==> src/rtl/lb_window_if.sv <==
// Pixel-in / window-out stream bundle for the lb_window line buffer.
// Handshake: a beat transfers on a rising edge where valid && ready; valid never waits on ready, payload holds while valid && !ready.
interface lb_window_if #(
   parameter int DATA_WIDTH = 32,
   parameter int ROWS       = 3,
   parameter int WIN_COLS   = 3
) ();
   logic                               s_valid;
   logic                               s_ready;
   logic [DATA_WIDTH-1:0]              s_data;
   logic                               s_sof;
   logic                               m_valid;
   logic                               m_ready;
   logic [ROWS*WIN_COLS*DATA_WIDTH-1:0] m_data;
   logic                               m_sof;
   logic                               m_eol;

   modport slave (
      input  s_valid, s_data, s_sof, m_ready,
      output s_ready, m_valid, m_data, m_sof, m_eol
   );

   modport master (
      output s_valid, s_data, s_sof, m_ready,
      input  s_ready, m_valid, m_data, m_sof, m_eol
   );
endinterface

==> src/rtl/lb_window.sv <==
// Streaming line buffer: circular row memory plus column shift register
// producing a ROWS x WIN_COLS window per accepted pixel, with a registered output stage.
module lb_window #(
   parameter int DATA_WIDTH = 32,
   parameter int ROWS       = 3,
   parameter int ROW_WIDTH  = 5,
   parameter int WIN_COLS   = 3
) (
   input  logic       clk,
   input  logic       rst,
   lb_window_if.slave bus,
   output logic       primed
);
   localparam int LINES = ROWS - 1;
   localparam int CW    = (ROW_WIDTH > 1) ? $clog2(ROW_WIDTH) : 1;
   localparam int OW    = (LINES > 1) ? $clog2(LINES) : 1;
   localparam int RW    = $clog2(ROWS);
   localparam int WW    = ROWS * WIN_COLS * DATA_WIDTH;
   localparam logic [CW-1:0] LAST_COL   = CW'(ROW_WIDTH - 1);
   localparam logic [OW-1:0] LAST_ORDER = OW'(LINES - 1);
   localparam logic [RW-1:0] FULL_ROWS  = RW'(ROWS - 1);

   if (ROWS < 2 || WIN_COLS < 1 || WIN_COLS > ROW_WIDTH) begin : g_bad_params
      $error("lb_window: illegal ROWS / WIN_COLS / ROW_WIDTH combination");
   end

   logic [DATA_WIDTH-1:0] mem     [LINES][ROW_WIDTH];
   logic [DATA_WIDTH-1:0] win_q   [ROWS][WIN_COLS];
   logic [DATA_WIDTH-1:0] win_d   [ROWS][WIN_COLS];
   logic [DATA_WIDTH-1:0] col_vec [ROWS];
   logic [WW-1:0]         win_flat;
   logic [CW-1:0]         wr_col, col_eff, col_nxt;
   logic [OW-1:0]         wr_order, order_eff, order_nxt;
   logic [RW-1:0]         rows_done, rows_eff, rows_nxt;
   logic                  first_q, first_eff;
   logic                  accept, emit, eol, col_ok;
   logic                  m_valid_q, m_sof_q, m_eol_q;
   logic [WW-1:0]         m_data_q;

   assign bus.s_ready = !rst && (!m_valid_q || bus.m_ready);
   assign bus.m_valid = m_valid_q;
   assign bus.m_data  = m_data_q;
   assign bus.m_sof   = m_sof_q;
   assign bus.m_eol   = m_eol_q;
   assign accept      = bus.s_valid && bus.s_ready;
   assign primed      = (rows_done == FULL_ROWS);

   // A single-column window is complete on every pixel of a full line.
   if (WIN_COLS > 1) begin : g_col_ok
      localparam logic [CW-1:0] FIRST_EMIT_COL = CW'(WIN_COLS - 1);
      assign col_ok = (col_eff >= FIRST_EMIT_COL);
   end else begin : g_col_ok_one
      assign col_ok = 1'b1;
   end

   // An accepted sof pixel behaves as line 0, column 0, whatever the counters held.
   always_comb begin : p_counters
      col_eff   = bus.s_sof ? '0 : wr_col;
      order_eff = bus.s_sof ? '0 : wr_order;
      rows_eff  = bus.s_sof ? '0 : rows_done;
      first_eff = bus.s_sof || first_q;
      eol       = (col_eff == LAST_COL);
      emit      = accept && (rows_eff == FULL_ROWS) && col_ok;
      col_nxt   = eol ? '0 : col_eff + 1'b1;
      order_nxt = order_eff;
      rows_nxt  = rows_eff;
      if (eol) begin
         order_nxt = (order_eff == LAST_ORDER) ? '0 : order_eff + 1'b1;
         if (rows_eff != FULL_ROWS) rows_nxt = rows_eff + 1'b1;
      end
   end

   always_comb begin : p_window
      logic [OW:0] sum;
      sum      = '0;
      win_flat = '0;
      for (int k = 0; k < LINES; k++) begin
         sum = {1'b0, order_eff} + (OW+1)'(k);
         if (sum >= (OW+1)'(LINES)) sum = sum - (OW+1)'(LINES);
         col_vec[k] = mem[sum[OW-1:0]][col_eff];
      end
      col_vec[ROWS-1] = bus.s_data;
      for (int r = 0; r < ROWS; r++) begin
         for (int c = 0; c < WIN_COLS - 1; c++) win_d[r][c] = win_q[r][c+1];
         win_d[r][WIN_COLS-1] = col_vec[r];
      end
      for (int r = 0; r < ROWS; r++)
         for (int c = 0; c < WIN_COLS; c++)
            win_flat[(r*WIN_COLS+c)*DATA_WIDTH +: DATA_WIDTH] = win_d[r][c];
   end

   // The read in p_window sees the pre-write value of the same slot.
   always_ff @(posedge clk) begin
      if (accept) mem[order_eff][col_eff] <= bus.s_data;
   end

   always_ff @(posedge clk) begin
      if (rst) begin
         wr_col    <= '0;
         wr_order  <= '0;
         rows_done <= '0;
         first_q   <= 1'b1;
         m_valid_q <= 1'b0;
         m_data_q  <= '0;
         m_sof_q   <= 1'b0;
         m_eol_q   <= 1'b0;
         for (int r = 0; r < ROWS; r++)
            for (int c = 0; c < WIN_COLS; c++) win_q[r][c] <= '0;
      end else begin
         if (accept) begin
            wr_col    <= col_nxt;
            wr_order  <= order_nxt;
            rows_done <= rows_nxt;
            win_q     <= win_d;
            first_q   <= emit ? 1'b0 : first_eff;
         end
         if (emit) begin
            m_valid_q <= 1'b1;
            m_data_q  <= win_flat;
            m_sof_q   <= first_eff;
            m_eol_q   <= eol;
         end else if (m_valid_q && bus.m_ready) begin
            m_valid_q <= 1'b0;
         end
      end
   end
endmodule
==> src/flat_wrapper.sv <==
// flat-port wrapper written by rule: the top's interface ports become plain ports
module lb_window_flat 
#(
   parameter int DATA_WIDTH = 32,
   parameter int ROWS       = 3,
   parameter int ROW_WIDTH  = 5,
   parameter int WIN_COLS   = 3
)
  (clk, rst, primed, bus_s_valid, bus_s_data, bus_s_sof, bus_m_ready, bus_s_ready, bus_m_valid, bus_m_data, bus_m_sof, bus_m_eol);
  lb_window_if #(.DATA_WIDTH(DATA_WIDTH), .ROWS(ROWS), .WIN_COLS(WIN_COLS)) bus_i ();
  input  logic clk;
  input  logic rst;
  output logic primed;
  input wire logic [$bits(bus_i.s_valid)-1:0] bus_s_valid;
  input wire logic [$bits(bus_i.s_data)-1:0] bus_s_data;
  input wire logic [$bits(bus_i.s_sof)-1:0] bus_s_sof;
  input wire logic [$bits(bus_i.m_ready)-1:0] bus_m_ready;
  output wire logic [$bits(bus_i.s_ready)-1:0] bus_s_ready;
  output wire logic [$bits(bus_i.m_valid)-1:0] bus_m_valid;
  output wire logic [$bits(bus_i.m_data)-1:0] bus_m_data;
  output wire logic [$bits(bus_i.m_sof)-1:0] bus_m_sof;
  output wire logic [$bits(bus_i.m_eol)-1:0] bus_m_eol;
  assign bus_i.s_valid = bus_s_valid;
  assign bus_i.s_data = bus_s_data;
  assign bus_i.s_sof = bus_s_sof;
  assign bus_i.m_ready = bus_m_ready;
  assign bus_s_ready = bus_i.s_ready;
  assign bus_m_valid = bus_i.m_valid;
  assign bus_m_data = bus_i.m_data;
  assign bus_m_sof = bus_i.m_sof;
  assign bus_m_eol = bus_i.m_eol;
  lb_window #(.DATA_WIDTH(DATA_WIDTH), .ROWS(ROWS), .ROW_WIDTH(ROW_WIDTH), .WIN_COLS(WIN_COLS)) u_core (.clk(clk), .rst(rst), .bus(bus_i), .primed(primed));
endmodule
==> config.mk <==
export PLATFORM = sky130hd
export DESIGN_NAME = lb_window_flat
export DESIGN_NICKNAME = d
export VERILOG_FILES = /design/src/rtl/lb_window_if.sv /design/src/rtl/lb_window.sv /design/src/flat_wrapper.sv
export SDC_FILE = /design/constraint.sdc
export NUM_CORES = 2
export LEC_CHECK = 0
export ABC_AREA = 1
export BUFFER_PORTS_ARGS = -buffer_cell sky130_fd_sc_hd__clkbuf_2
export CORE_ASPECT_RATIO = 0.7
export CORE_UTILIZATION = 30
export CTS_BUF_LIST = sky130_fd_sc_hd__clkbuf_4
export CTS_CLUSTER_SIZE = 16
export DETAILED_ROUTE_END_ITERATION = 7
export GPL_TIMING_DRIVEN = 0
export SLEW_MARGIN = 20
export SYNTH_ARGS = -nofsm -noshare
export SYNTH_HDL_FRONTEND = slang
export SYNTH_SLANG_ARGS = --single-unit
==> constraint.sdc <==
create_clock -name clk -period 5.3 [get_ports clk]
set_input_delay 0.265 -clock clk [delete_from_list [all_inputs] [get_ports clk]]
set_output_delay 0.265 -clock clk [all_outputs]
set_load 0.03 [all_outputs]
# ---- Word-level counts from Yosys, hierarchy flattened
# Memories as Yosys holds them, arrays and structs flattened.
# Index checks and enable logic that the tools add are counted.
dict set report totals {
  reg_bits 490
  ram_bits 320
  in_bits 37
  output_inout_bits 293
  word_cells 65
  n_memories 1
}
# name depth word_bits rd rd_ports_with_merged_regs wr line_no
set memory_table {}
lappend memory_table {u_core.mem 2 160 2 0 1 lb_window.sv:27} ;# logic [DATA_WIDTH-1:0] mem [LINES][ROW_WIDTH];
dict set report op_classes {
  add_sub_neg 6
  n_lt_le_gt_ge 5
  eq_ne 4
  muxes 23
  n_bitwise 1
  n_reduce_logical 11
}
# op count
set ops {}
lappend ops {{$bmux 32 s3} 2}
lappend ops {{$mux 160} 1}
lappend ops {{$mux 32} 5}
lappend ops {{$demux 32 s3} 1}
lappend ops {{$mux 1} 9}
lappend ops {{$logic_and 1x1->1} 6}
lappend ops {{$mux 2} 3}
lappend ops {{$mux 3} 2}
lappend ops {{$eq 2x2->1 const B} 2}
lappend ops {{$ge 4x4->1 const B} 1}
lappend ops {{$lt 4x1->1 const B} 1}
lappend ops {{$not 3->4} 1}
lappend ops {{$add 3x1->3 const B} 1}
lappend ops {{$eq 3x3->1 const B} 1}
lappend ops {{$ge 3x2->1 const B} 1}
lappend ops {{$add 1x1->2 const B} 1}
lappend ops {{$add 2x1->2 const B} 1}
lappend ops {{$ge 1x2->1 const B} 1}
lappend ops {{$ge 2x2->1 const B} 1}
lappend ops {{$logic_not 1->1} 2}
lappend ops {{$logic_or 1x1->1} 2}
lappend ops {{$ne 2x2->1 const B} 1}
lappend ops {{$reduce_bool 2->1} 1}
lappend ops {{$sub 1x1->1 const B} 2}
lappend ops {{$add 1x1->1 const B} 1}

# ---- Longest topological paths before layout
# An unclocked memory read counts as a cell.
dict set report logic_depth {
  depth_word 8
  ltp_mapped 12
  mapped_depth_nobuf 9
}

# ---- Worst setup path before layout
# OpenSTA, ideal clock, no wires.
dict set report synth_path {
  path_kind {flip-flop to flip-flop}
  from {reg u_core.m_valid_q (netlist: u_core.bus.m_valid)}
  to {mem u_core.mem[0][128] (netlist bit), enable pin}
  setup_ps 502
  arrival_ps 4601
  required_ps 4798
  path_slack_ps 198
  stages_incl_launch_ff 5
  n_path_buf 1
  synth_period_minus_slack_ps 5102
  path_cell_list {dfxtp_1 -> a21oi_1 -> nand2_1 -> clkbuf_1 -> nor4_1}
}
dict set report synth_between {
  elab_chain_len 6
}
# element line_no
set synth_lines {}
lappend synth_lines {{start: declaration} lb_window.sv:37} ;# logic m_valid_q, m_sof_q, m_eol_q;
lappend synth_lines {{start signal: assignment} lb_window.sv:103} ;# m_valid_q <= 1'b0;
lappend synth_lines {{start signal: assignment} lb_window.sv:118} ;# m_valid_q <= 1'b1;
lappend synth_lines {{start signal: assignment} lb_window.sv:123} ;# m_valid_q <= 1'b0;
lappend synth_lines {{$logic_not 1->1} lb_window.sv:40} ;# assign bus.s_ready = !rst && (!m_valid_q || bus.m_ready);
lappend synth_lines {{$logic_or 1x1->1} lb_window.sv:40}
lappend synth_lines {{$logic_and 1x1->1} lb_window.sv:40}
lappend synth_lines {{via bus_s_ready} flat_wrapper.sv:18} ;# output wire logic [$bits(bus_i.s_ready)-1:0] bus_s_ready;
lappend synth_lines {{$logic_and 1x1->1} lb_window.sv:45} ;# assign accept = bus.s_valid && bus.s_ready;
lappend synth_lines {{$mux 1} lb_window.sv:94} ;# if (accept) mem[order_eff][col_eff] <= bus.s_data;
lappend synth_lines {{$mux 160 (implied by the code)} lb_window.sv:94}
lappend synth_lines {{end: declaration} lb_window.sv:27}
# The timed path passes the listed nets, and every way through them passes these cells.

# ---- Final worst setup path
dict set report layout_path {
  from {in rst}
  to {mem u_core.mem[1][138] (netlist bit), enable pin}
}
dict set report layout_between {
  elab_chain_len 5
}
# element line_no
set layout_lines {}
lappend layout_lines {{start: declaration} flat_wrapper.sv:12} ;# input logic rst;
lappend layout_lines {{$logic_not 1->1} lb_window.sv:40}
lappend layout_lines {{$logic_and 1x1->1} lb_window.sv:40}
lappend layout_lines {{$logic_and 1x1->1} lb_window.sv:45}
lappend layout_lines {{$mux 1} lb_window.sv:94}
lappend layout_lines {{$mux 160 (implied by the code)} lb_window.sv:94}
# No other way between the ends.

==> impl_metrics.csv <==
group,metric,value,unit
floorplan,die_width,403.8,um
cts,numCtsBuffers,187,
global_route,track_usage,23.09,%
cts,clk_path_buf_depth,3,
hold_path,min_path_cells,4,
timing,maxSlewViolCount,0,
global_route,use_met1,33.99,%
hold_path,hold_class,"in -> reg",
timing,postLayoutSetupSlackWorst,1.639,ns
yosys,synth_flop_cell,"dfxtp_1",
routing,drtAntennaViolNets,0,
routing,route.vias.total,32851,
yosys,ys_ff_latch,810,
setup_path,crit_cells,10,
global_route,top_usage_layer,"met1",
power,power.density,310.9,nW/um^2
routing,routedWlPerCell,21.20,um
global_route,antenna_found_initial,13,
timing,fin_worst_skew,0.08402,ns
floorplan,die_height,283.2,um
cts,clock-root-buffer,"clkbuf_4",
timing,min_period,3.661,ns
timing,setup_viol,0,
setup_path,critPathTopFamily,"buffers and inverters",
setup_path,crit_type,"in -> reg",
job,maxCapViolCount,0,
cts,cts.sinks,810,
yosys,synth.distinct_cells,26,
run_status,status,"completed",
timing,fmax,273.1,MHz
floorplan,die-area,114400,um^2
cells_and_area,utilization,36.57,%
setup_path,required,6.02,ns
hold_path,holdCritStartpoint,"bus_s_valid",
yosys,ys_seq_area_share,57.29,%
yosys,async_reset_ff_share,0,%
global_route,met3_usage,8.394,%
yosys,netlist_instances,4228,
cells_and_area,drive_above_1_share,16.18,%
yosys,syn_nets,4268,
place,port_buffers,328,
floorplan,start_util,30.46,%
setup_path,startpoint,"rst",
floorplan,row_count,102,
cts,cts_tree,"built",
cts,h-tree-depth,4,
setup_path,worstSetupEndpointType,"flop",
setup_path,crit_path_frequent_cell,"buf_2",
cells_and_area,area_delta_synth_final,20.06,%
cells_and_area,nets,4865,
timing,hold_violations,0,
yosys,syn_area,33900,um^2
place,dpl.hpwl,103500,um
place,place_area,37880,um^2
power,ir_drop,0.2062,mV
cts,post-cts-setup-buffers,0,
cells_and_area,nFillCells,11684,
setup_path,crit_fanout,10,
setup_path,crit_chain,"dlygate4sd3_1, dlygate4sd3_1, buf_4, a21oi_1, nand2_1, clkbuf_1, nor4_2, buf_2, buf_2, buf_2",
timing,timing.final.crit_share,69.08,%
cts,clkLatencyLatePin,1.09,ns
setup_path,reg2regPathDepth,7,
routing,drtIter0Drc,4666,
place,globalplace.congestion,0.9879,
timing,finalSetupTns,0,ns
setup_path,worst-path-buf-inv,7,
routing,route.final.wire_length,137300,um
global_route,met2_usage,31.28,%
cts,clk_pin_slew_worst_paths,0.07,ns
routing,dr.pass1.iters,6,
global_route,first_global_vias,29584,
yosys,synth_edf_count,320,
place,pre_cts_ws,1.738,ns
yosys,ys_warn_count,0,
timing,rsz0062_at_grt,"no",
routing,drc,0,
floorplan,io_pins,330,
setup_path,cp_slowest_cell,"nor4_2",
routing,vias_per_cell,5.073,
setup_path,setup.worst_path.start_class,"input pin",
setup_path,cp_slowest_stage_delay,0.85,ns
cells_and_area,design_area,40700,um^2
floorplan,core_area,111300,um^2
setup_path,crit_arrival,4.39,ns
setup_path,r2r-start,"u_core.bus.m_valid",
global_route,grt_max_degree,20,
yosys,postSynthAreaPerCell,8.017,um^2
power,p_leak,0.01838,uW
timing,slew_headroom,25.19,%
global_route,grt_first_pass_wirelength,196100,um
timing,tightest_slew,1.122,ns
global_route,grt_overflow,0,
==> layout make-up <==
| type | instances | area [um^2] | area share, % |
|---|---|---|---|
| antenna | 5 | 12.51 | 0.03075 |
| buffer | 303 | 1371 | 3.370 |
| clock buffer | 277 | 2079 | 5.110 |
| clock inverter | 50 | 346.6 | 0.8517 |
| inverter | 332 | 1246 | 3.062 |
| multi-input combinational | 2783 | 11930 | 29.30 |
| sequential | 810 | 19420 | 47.72 |
| tap | 1508 | 1887 | 4.636 |
| timing repair buffer | 408 | 2409 | 5.919 |
==> synthesized netlist by cell type, types with 3 or more instances <==
cell / n / area (um^2)
nand2_1: 1103 / 4140
buf_2: 102 / 510.5
clkbuf_1: 148 / 555.5
buf_4: 4 / 30.03
dfxtp_1: 490 / 9809
ha_1: 3 / 37.54
inv_2: 5 / 18.77
inv_1: 327 / 1227
nor3_1: 3 / 15.01
buf_1: 35 / 131.4
buf_6: 10 / 112.6
a21oi_1: 7 / 35.03
nand3_1: 775 / 3879
nor4_1: 4 / 25.02
nor2_1: 588 / 2207
clkbuf_2: 3 / 15.01
o21ai_0: 293 / 1466
edfxtp_1: 320 / 9609
==> worst paths after layout <==
path                        endpoint  slack, ns
setup / recovery  u_core.mem[1][138]       1.64
hold / removal        u_core.first_q       0.13
setup reg to reg  u_core.mem[1][138]       1.73
hold reg to reg     u_core.win_d[78]       0.46
==> power by group <==
group,switching [uW],internal (uW),total [uW]
combinational,562,163,726
sequential,84.3,6570,6660
clock,2710,2550,5270
==> placed cells by master, fill, tap and decap left out, drive strengths merged, types with 3 or more instances in the layout <==
master,instances
nand2,1103
nor4,4
diode,5
nand3,776
buf,194
nor2,588
clkbuf,756
dlygate4sd3,38
ha,3
nor3,3
bufinv,3
inv,339
clkinv,38
a21oi,7
dfxtp,490
edfxtp,320
o21ai,293
==> repair_timing <==
action                                 CTS  global route
hold buffers                            38             0
endpoints found under the hold margin  414             0
resized for setup                        0             0
==> cells by family (layout without fill, tap and decap cells) <==
logic type                 after synthesis  count (layout)  share of synthesized area [%]
other                                    0               5                              0
adders and majority gates                3               3                         0.1108
buffers and inverters                  635            1370                          7.719
DFF                                    810             810                          57.29
xor gates and xnor gates                 1               1                        0.02584
AOI/OAI and AO/OA                      303             303                          4.500
and+or+nand+nor                       2476            2476                          30.35
==> registers in the layout, summed over array words and instances, names as in the netlist <==
register	count
u_core.bus.m_data	288
u_core.bus.m_eol	1
u_core.bus.m_sof	1
u_core.bus.m_valid	1
u_core.first_q	1
u_core.mem	320
u_core.rows_done	2
u_core.win_d	192
u_core.wr_col	3
u_core.wr_order	1
==> through the flow <==
step	hold slack [ns]	std cells	power, uW
5_1_grt	0.07892	6473	13050
3_3_place_gp	0.4515	6064	7456
6_report	0.1344	6476	12650
2_1_floorplan	0.3639	4228	7093
4_1_cts	0.03028	6471	12640
3_5_place_dp	0.4545	6106	7464
==> worst reg2reg max path, stage by stage (launching register included) <==
cell and delay [ns]:
dfxtp_1 0.35, a21oi_1 0.23, nand2_1 0.44, clkbuf_1 0.46
nor4_2 0.86, buf_2 0.37, buf_2 0.28, buf_2 0.27
==> layer usage <==
metal	wire, um	vias up
li1	-	14942
met1	61190	15574
met2	53590	2099
met3	19480	230
met4	2969	6
met5	45	-
Note: power is estimated with default switching activity, not from simulation.
